[config.mk]
export PLATFORM = sky130hd
export DESIGN_NAME = output_menu_ctrl
export DESIGN_NICKNAME = d
export VERILOG_FILES = /design/src/rtl/output_menu_ctrl.sv
export SDC_FILE = /design/constraint.sdc
export NUM_CORES = 1
export LEC_CHECK = 0
export CAP_MARGIN = 30
export CELL_PAD_IN_SITES_DETAIL_PLACEMENT = 1
export CELL_PAD_IN_SITES_GLOBAL_PLACEMENT = 1
export CORE_UTILIZATION = 28
export CTS_CLUSTER_DIAMETER = 50
export DETAILED_ROUTE_END_ITERATION = 10
export GPL_ROUTABILITY_DRIVEN = 0
export PLACE_DENSITY = 0.86
export RECOVER_POWER = 50
export REMOVE_ABC_BUFFERS = 1
export SYNTH_ARGS = -nofsm -noshare
export SYNTH_HDL_FRONTEND = slang
export SYNTH_SLANG_ARGS = --single-unit
[constraint.sdc]
create_clock -name clk -period 4.4 [get_ports clk]
set_input_delay 0.88 -clock clk [delete_from_list [all_inputs] [get_ports clk]]
set_output_delay 0.88 -clock clk [all_outputs]
set_load 0.01 [all_outputs]
[src/rtl/output_menu_ctrl.sv]
// output_menu_ctrl: button front end for the 8-way 24-bit display selector.
// Two-flop synchronizer and per-bit debounce on the raw buttons, a hold-to-repeat
// step FSM, a wrapping 3-bit selection, and a registered copy of the selected source.
// Optional feature macro: AUTO_SCAN_EN (idle auto-scan up-steps while auto_scan is high).
// Reset rst is synchronous and active-low.
module output_menu_ctrl #(
  parameter int DB_CYCLES    = 4,
  parameter int REPEAT_DELAY = 16,
  parameter int REPEAT_RATE  = 8,
  parameter int SCAN_CYCLES  = 64
) (
  input  logic         clk,
  input  logic         rst,
  input  logic [1:0]   btn_raw,
  input  logic         auto_scan,
  input  logic [191:0] in_flat,
  output logic [2:0]   sel,
  output logic [23:0]  out,
  output logic         changed
);

  localparam int DBW  = (DB_CYCLES > 1) ? $clog2(DB_CYCLES) : 1;
  localparam int RMAX = (REPEAT_DELAY > REPEAT_RATE) ? REPEAT_DELAY : REPEAT_RATE;
  localparam int CNTW = $clog2(RMAX + 1);
  localparam logic [DBW-1:0]  DB_LAST = DBW'(DB_CYCLES - 1);
  localparam logic [CNTW-1:0] RD_LAST = CNTW'(REPEAT_DELAY - 1);
  localparam logic [CNTW-1:0] RR_LAST = CNTW'(REPEAT_RATE - 1);

  typedef enum logic [1:0] {IDLE, HOLD, REPEAT, BOTH} state_t;

  logic [1:0]      sync1_reg, sync2_reg;
  logic [1:0]      db;
  state_t          state_reg;
  logic [CNTW-1:0] cnt_reg;
  logic            step_up_reg, step_dn_reg;
  logic [2:0]      sel_reg, sel_d_reg;
  logic [23:0]     out_reg;
  logic            changed_reg;
  logic [23:0]     src [8];

  // Unpack the flattened sources into an indexable array
  genvar gi;
  generate
    for (gi = 0; gi < 8; gi++) begin : g_src
      assign src[gi] = in_flat[24*gi +: 24];
    end
  endgenerate

  // Two-flop synchronizer for the asynchronous buttons
  always_ff @(posedge clk) begin
    if (!rst) begin
      sync1_reg <= 2'b00;
      sync2_reg <= 2'b00;
    end else begin
      sync1_reg <= btn_raw;
      sync2_reg <= sync1_reg;
    end
  end

  // Per-bit debounce: level changes only after DB_CYCLES consecutive differing samples
  generate
    for (gi = 0; gi < 2; gi++) begin : g_db
      logic [DBW-1:0] db_cnt_reg;
      logic           db_bit_reg;
      always_ff @(posedge clk) begin
        if (!rst) begin
          db_cnt_reg <= '0;
          db_bit_reg <= 1'b0;
        end else if (sync2_reg[gi] == db_bit_reg) begin
          db_cnt_reg <= '0;
        end else if (db_cnt_reg == DB_LAST) begin
          db_bit_reg <= sync2_reg[gi];
          db_cnt_reg <= '0;
        end else begin
          db_cnt_reg <= db_cnt_reg + 1'b1;
        end
      end
      assign db[gi] = db_bit_reg;
    end
  endgenerate

`ifdef AUTO_SCAN_EN
  localparam int SCW = (SCAN_CYCLES > 1) ? $clog2(SCAN_CYCLES) : 1;
  localparam logic [SCW-1:0] SCAN_LAST = SCW'(SCAN_CYCLES - 1);
  logic [SCW-1:0] scan_cnt_reg;
`else
  logic unused_auto_scan;
  assign unused_auto_scan = auto_scan;
`endif

  // Step FSM: first step on press, hold delay, then periodic repeat; both buttons lock out stepping
  always_ff @(posedge clk) begin
    if (!rst) begin
      state_reg   <= IDLE;
      cnt_reg     <= '0;
      step_up_reg <= 1'b0;
      step_dn_reg <= 1'b0;
`ifdef AUTO_SCAN_EN
      scan_cnt_reg <= '0;
`endif
    end else begin
      step_up_reg <= 1'b0;
      step_dn_reg <= 1'b0;
      case (state_reg)
        IDLE: begin
          if (db == 2'b01 || db == 2'b10) begin
            step_up_reg <= db[1];
            step_dn_reg <= db[0];
            cnt_reg     <= '0;
            state_reg   <= HOLD;
          end else if (db == 2'b11) begin
            state_reg <= BOTH;
          end
        end
        HOLD, REPEAT: begin
          if (db == 2'b00) begin
            state_reg <= IDLE;
          end else if (db == 2'b11) begin
            state_reg <= BOTH;
          end else if (cnt_reg == ((state_reg == HOLD) ? RD_LAST : RR_LAST)) begin
            step_up_reg <= db[1];
            step_dn_reg <= db[0];
            cnt_reg     <= '0;
            state_reg   <= REPEAT;
          end else begin
            cnt_reg <= cnt_reg + 1'b1;
          end
        end
        default: begin
          if (db == 2'b00) state_reg <= IDLE;
        end
      endcase
`ifdef AUTO_SCAN_EN
      // Scan only runs in IDLE with no buttons, so it never collides with a button step;
      // the db check keeps the button path the winner even so.
      if (state_reg == IDLE && db == 2'b00 && auto_scan) begin
        if (scan_cnt_reg == SCAN_LAST) begin
          scan_cnt_reg <= '0;
          step_up_reg  <= 1'b1;
        end else begin
          scan_cnt_reg <= scan_cnt_reg + 1'b1;
        end
      end else begin
        scan_cnt_reg <= '0;
      end
`endif
    end
  end

  // Wrapping selection register driven by the single-cycle step strobes
  always_ff @(posedge clk) begin
    if (!rst) begin
      sel_reg <= 3'd0;
    end else if (step_up_reg) begin
      sel_reg <= sel_reg + 3'd1;
    end else if (step_dn_reg) begin
      sel_reg <= sel_reg - 3'd1;
    end
  end

  // Registered output mux and change strobe aligned with the first new output value
  always_ff @(posedge clk) begin
    if (!rst) begin
      out_reg     <= 24'd0;
      sel_d_reg   <= 3'd0;
      changed_reg <= 1'b0;
    end else begin
      out_reg     <= src[sel_reg];
      sel_d_reg   <= sel_reg;
      changed_reg <= (sel_reg != sel_d_reg);
    end
  end

  assign sel     = sel_reg;
  assign out     = out_reg;
  assign changed = changed_reg;

endmodule
==> flow_metrics.env, run 1 <==
export IMPL_syn_avg_cell_area_um2=12.5
export IMPL_numCtsBuffers=5
export IMPL_final_area_um2=5790
export IMPL_largest_reg_flops=24
export IMPL_path_cells="clkbuf_2, mux4_2, mux2i_1, nor2b_1"
export IMPL_dp_hpwl_mm=9.63
export IMPL_port_buffers=223
export IMPL_hold_slack_ns=0.437
export IMPL_diodes=0
export IMPL_power_total_uw=1280
export IMPL_rsz0062_at_grt="false"
export IMPL_status="complete, but fails checks"
export IMPL_antenna_found_initial=0
export IMPL_yosys_warnings=0
export IMPL_cts_resized=0
export IMPL_p_per_area_nw_per_um2=221
export IMPL_vias_per_cell=4.93
export IMPL_fin_setup_tns_ns=0
export IMPL_nets=689
export IMPL_cp_required_ns=4.58
export IMPL_finalWirelength_mm=11.6
export IMPL_grt_pass1_wl_mm=18.2
export IMPL_period_share_pct=57.3
export IMPL_antenna_left=0
export IMPL_synth_ff_type="dfxtp_1"
export IMPL_fmax_mhz=397
export IMPL_ir_drop_mv=0.148
export IMPL_worstHoldPathType="flop to flop"
export IMPL_critPathKind="flop to flop"
export IMPL_clk_pin_slew_ns=0.06
export IMPL_synth_top_area_share_pct=32.4
export IMPL_cp_top_family="buffers and inverters"
export IMPL_cp_data_arrival_time_ns=2.70
export IMPL_grt_max_degree=39
export IMPL_synth_cells=266
export IMPL_drtIter0Drc=91
export IMPL_vias=3074
export IMPL_drv_slew=0
export IMPL_netlist_area_um2=3340
export IMPL_grtUsageTotal_pct=19.1
export IMPL_setup_violations=0
export IMPL_synth_area_leaders="mux4_2 (32%), dfxtp_1 (30%), mux2i_1 (7.8%), nor2b_1 (5.1%), ha_1 (4.5%)"
export IMPL_failed_checks="DRC"
export IMPL_syn2layout_area_growth_pct=73.6
export IMPL_synth_cell_types=37
export IMPL_maxCapViolations=0
export IMPL_drive_gt1_share_pct=13.8
export IMPL_row_count=39
export IMPL_period_minus_slack_ns=2.52
export IMPL_cts_htree_levels=2
export IMPL_relSlewSlack_pct=22.9
export IMPL_grt_pass1_vias=3575
export IMPL_async_flop_share_pct=0
export IMPL_cts_setup_buffers=0
export IMPL_place_area_um2=5650
export IMPL_synth_seq_cells=50
export IMPL_ctsLongestPathBuffers=2
export IMPL_critPathLaunchType="flop"
export IMPL_drc=3
export IMPL_cp_buffers_inverters=1
export IMPL_first_pass_iters=9
export IMPL_wire_per_inst_um=18.5
export IMPL_synth_edf_count=0
export IMPL_die_w_um=111
export IMPL_worst_pin_slew_ns=1.16
export IMPL_die_h_um=111
export IMPL_yosysSeqAreaShare_pct=30.0
export IMPL_coreArea_um2=11500
export IMPL_die_area_um2=12400
export IMPL_overflow=0
export IMPL_worst_setup_path_end_kind="flop"
export IMPL_power_leakage_uw=0.00204
export IMPL_synth_common_cells="dfxtp_1 (50), mux4_2 (48), nor2b_1 (27), mux2i_1 (26), ha_1 (12)"
export IMPL_clk_latency_ns=0.29
export IMPL_finalHoldViolCount=0
export IMPL_root_buffer="clkbuf_16"
export IMPL_cts_tree="built"
export IMPL_start_util_pct=29.0
export IMPL_clock_sinks=50
export IMPL_cpPeakStageDelay_ns=0.95
export IMPL_pin_count=225
export IMPL_clock_skew_final_ns=0.00532
export IMPL_cp_max_fo=32
export IMPL_yosysTopAreaCell="mux4_2"
export IMPL_yosysMostFrequentCell="dfxtp_1"
export IMPL_cp_slowest_cell="clkbuf_2"
export IMPL_hold_buffers=0
-- cell type report --
type / count / area [um2]
Fill cell: 1234 / 5720
Timing Repair Buffer: 227 / 2260
Multi-Input combinational cell: 188 / 2170
Sequential cell: 50 / 1010
Tap cell: 143 / 179
Clock buffer: 7 / 143
Inverter: 7 / 26.3
Clock inverter: 1 / 5.00
-- kinds of logic (layout without fill, tap and decap cells) --
logic type	after synthesis	in the layout	share of synthesized area [%]
AO/OA/AOI/OAI	21	21	4.57
XOR/XNOR	8	8	2.10
adder cells (fa/ha/maj)	13	13	5.10
buffers and inverters	28	242	4.84
flip-flops	50	50	30.0
multiplexers	76	76	40.9
AND/OR/NAND/NOR	70	70	12.5
-- metrics by stage --
step / util (%) / std cells / setup slack (ns)
2_1_floorplan: - / 245 / 1.12
3_5_place_dp: 49.1 / 615 / 1.66
4_1_cts: 50.3 / 623 / 1.97
3_3_place_gp: 49.1 / 615 / 1.77
5_1_grt: 50.3 / 623 / 1.58
6_report: 50.3 / 623 / 1.88
-- path summary, 6_finish.rpt --
path / startpoint / endpoint / slack [ns] / cells past startpoint
worst max-delay path: sel[0]$_SDFFE_PN0P_ / out[19]$_SDFF_PN0_ / 1.88 / 4
worst min-delay path: sync1_reg[1]$_SDFF_PN0_ / sync2_reg[1]$_SDFF_PN0_ / 0.44 / 1
worst max register to register: sel[0]$_SDFFE_PN0P_ / out[19]$_SDFF_PN0_ / 1.88 / 4
worst min register to register: sync1_reg[1]$_SDFF_PN0_ / sync2_reg[1]$_SDFF_PN0_ / 0.44 / 1
-- where the power goes --
group	switching [uW]	internal (uW)	leakage (uW)	total, uW
Clock	162	226	0.0000739	388
Combinational	150	255	0.00156	406
Sequential	12.8	476	0.000413	488
-- cells in the final DEF, fill, tap and decap left out, drive strengths merged, types with 3 or more instances in the layout --
cell	n
nand2	8
nand3	3
a21boi	3
and2	11
dlygate4sd3	27
clkdlybuf4s50	196
a21oi	7
xor2	4
o21ai	5
nor2	3
buf	3
clkbuf	8
inv	7
mux4	48
dfxtp	50
nor2b	27
ha	12
nand2b	5
xnor2	4
mux2i	26
-- routing by layer --
layer | GRT usage, % | up-vias | share of wire, %
met5 | 0 | - | 0
met4 | 6.13 | 0 | 2.7
met3 | 5.47 | 21 | 6.8
met2 | 37.8 | 116 | 56
met1 | 18.7 | 1512 | 34
li1 | - | 1425 | -
No activity file was read; power rests on OpenSTA's default activity.
==> run 2, diff against run 1 <==
--- a/config.mk
+++ b/config.mk
@@ -8,11 +8,11 @@
 export CAP_MARGIN = 30
 export CELL_PAD_IN_SITES_DETAIL_PLACEMENT = 1
 export CELL_PAD_IN_SITES_GLOBAL_PLACEMENT = 1
-export CORE_UTILIZATION = 28
+export CORE_UTILIZATION = 26
 export CTS_CLUSTER_DIAMETER = 50
 export DETAILED_ROUTE_END_ITERATION = 10
 export GPL_ROUTABILITY_DRIVEN = 0
-export PLACE_DENSITY = 0.86
+export PLACE_DENSITY = 0.8
 export RECOVER_POWER = 50
 export REMOVE_ABC_BUFFERS = 1
 export SYNTH_ARGS = -nofsm -noshare
==> constraint.sdc (replaced) <==
create_clock -name clk -period 2.5 [get_ports clk]
set_input_delay 0.5 -clock clk [delete_from_list [all_inputs] [get_ports clk]]
set_output_delay 0.5 -clock clk [all_outputs]
set_load 0.01 [all_outputs]
==> flow_metrics.env, run 2 (same netlist as run 1, synthesis figures left out) <==
export IMPL_status="completed"
export IMPL_diodes=0
export IMPL_combPwrFrac_pct=30.5
export IMPL_antenna_left=0
export IMPL_drv_slew=0
export IMPL_syn2layout_area_growth_pct=76.0
export IMPL_maxCapViolations=0
export IMPL_clock_skew_final_ns=0.00441
export IMPL_rsz0062_at_grt="false"
export IMPL_p_per_area_nw_per_um2=400
export IMPL_numCtsBuffers=5
export IMPL_nFillCells=1323
export IMPL_stdcell_count=654
export IMPL_drive_gt1_share_pct=13.7
export IMPL_place_area_um2=5710
export IMPL_cp_buffers_inverters=1
export IMPL_hold_depth=1
export IMPL_power_leakage_uw=0.00204
export IMPL_hp_start="g_db[1].db_cnt_reg[0]$_SDFF_PP0_"
export IMPL_final_util_pct=46.7
export IMPL_overflow=0
export IMPL_p_switching_uw=586
export IMPL_drtIter0Drc=57
export IMPL_nets=691
export IMPL_r2r_cells=6
export IMPL_cts_resized=0
export IMPL_vias_per_cell=4.70
export IMPL_fin_setup_tns_ns=0
export IMPL_final_setup_worst_slack_ns=0.310
export IMPL_timing_rr_start="g_db[0].db_bit_reg$_SDFFE_PN0P_"
export IMPL_largest_reg_flops=24
export IMPL_start_util_pct=26.6
export IMPL_dp_hpwl_mm=9.58
export IMPL_cts_tree="built"
export IMPL_drc=0
export IMPL_layout_commonest_cell="clkdlybuf4s50_1"
export IMPL_critPathLaunchType="flop"
export IMPL_period_minus_slack_ns=2.19
export IMPL_worst_pin_slew_ns=0.899
export IMPL_coreArea_um2=12600
export IMPL_cpPeakStageDelay_ns=0.71
export IMPL_die_w_um=115
export IMPL_ir_drop_mv=0.267
export IMPL_first_pass_iters=4
export IMPL_crit_cells=1
export IMPL_p_seq_share_pct=36.6
export IMPL_relSlewSlack_pct=40.1
export IMPL_cts_htree_levels=2
export IMPL_seq_area_um2=1010
export IMPL_antenna_found_initial=0
export IMPL_root_buffer="clkbuf_16"
export IMPL_r2r_end="cnt_reg[4]$_SDFFE_PN0P_"
export IMPL_final_cell_mix="clkdlybuf4s50_1 (200), mux4_2 (48), dfxtp_1 (47), nor2b_1 (27), mux2i_1 (26)"
export IMPL_finalHoldViolCount=0
export IMPL_min_to="g_db[1].db_cnt_reg[0]$_SDFF_PP0_"
export IMPL_pin_count=225
export IMPL_row_count=41
export IMPL_cp_slowest_cell="dfxtp_2"
export IMPL_period_share_pct=87.6
export IMPL_critPathKind="flop to output pin"
export IMPL_fmax_mhz=457
export IMPL_multiInputGateArea_um2=2170
export IMPL_cp_max_fo=24
export IMPL_grt_max_degree=31
export IMPL_clock_sinks=50
export IMPL_die_h_um=115
export IMPL_die_area_um2=13300
export IMPL_hold_buffers=0
export IMPL_clkPwrFrac_pct=32.9
export IMPL_finalWirelength_mm=11.4
export IMPL_path_cells="clkdlybuf4s50_1"
export IMPL_final_area_um2=5870
export IMPL_cts_setup_buffers=0
export IMPL_grt_pass1_vias=3410
export IMPL_place_inst=646
export IMPL_cp_required_ns=2.00
export IMPL_vias=3077
export IMPL_reg2reg_slack_ns=0.57
export IMPL_p_int_uw=1760
export IMPL_setup_violations=0
export IMPL_ctsLongestPathBuffers=2
export IMPL_grtUsageTotal_pct=17.4
export IMPL_clk_latency_ns=0.29
export IMPL_wire_per_inst_um=17.4
export IMPL_worstHoldPathType="flop to flop"
export IMPL_cp_top_family="flip-flops"
export IMPL_grt_pass1_wl_mm=17.3
export IMPL_worst_setup_path_end_kind="output pin"
export IMPL_switching_share_pct=25.0
export IMPL_clk_pin_slew_ns=0.07
export IMPL_port_buffers=223
export IMPL_dp_worst_setup_slack_ns=0.547
export IMPL_cp_data_arrival_time_ns=1.69
[run 2: power by group through the flow]
| stage | clock [uW] | combinational [uW] | sequential [uW] |
|---|---|---|---|
| finish | 772 | 715 | 859 |
| global route | 823 | 774 | 864 |
| CTS | 789 | 730 | 861 |
| detailed placement | 0 | 727 | 879 |
| global placement | 0 | 699 | 876 |
| floorplan | 0 | 287 | 885 |
[run 2: per-layer routing]
| layer | share of wire (%) | track usage (%) | vias to the layer above | wire length (um) |
|---|---|---|---|---|
| met5 | 0 | 0 | - | 0 |
| met4 | 2.0 | 5.28 | 0 | 232 |
| met3 | 6.6 | 5.17 | 16 | 747 |
| met2 | 57 | 33.9 | 103 | 6510 |
| met1 | 34 | 17.5 | 1528 | 3880 |
| li1 | - | - | 1430 | - |
[run 2: how the worst max path moves through the flow]
stage                              startpoint             endpoint
final                     sel[1]$_SDFFE_PN0P_               sel[1]
after global routing      sel[0]$_SDFFE_PN0P_               sel[0]
after CTS                 sel[1]$_SDFFE_PN0P_               sel[1]
after detailed placement  sel[1]$_SDFFE_PN0P_    out[4]$_SDFF_PN0_
after global placement    sel[1]$_SDFFE_PN0P_   out[10]$_SDFF_PN0_
after floorplan           sel[0]$_SDFFE_PN0P_  sel[2]$_SDFFE_PN0P_
[run 2: area by class of cell]
| class | instances | share of cell area [%] |
|---|---|---|
| clock buffer | 6 | 2.19 |
| clock inverter | 2 | 0.639 |
| inverter | 7 | 0.447 |
| multi-input combinational | 188 | 37.0 |
| sequential | 50 | 17.2 |
| tap | 172 | 3.67 |
| timing repair buffer | 229 | 38.9 |
[run 2: metrics by stage]
stage	hold WS (ns)	power (uW)
floorplan	0.406	1170
global placement	0.413	1570
detailed placement	0.421	1610
CTS	0.436	2380
global route	0.461	2460
finish	0.431	2350
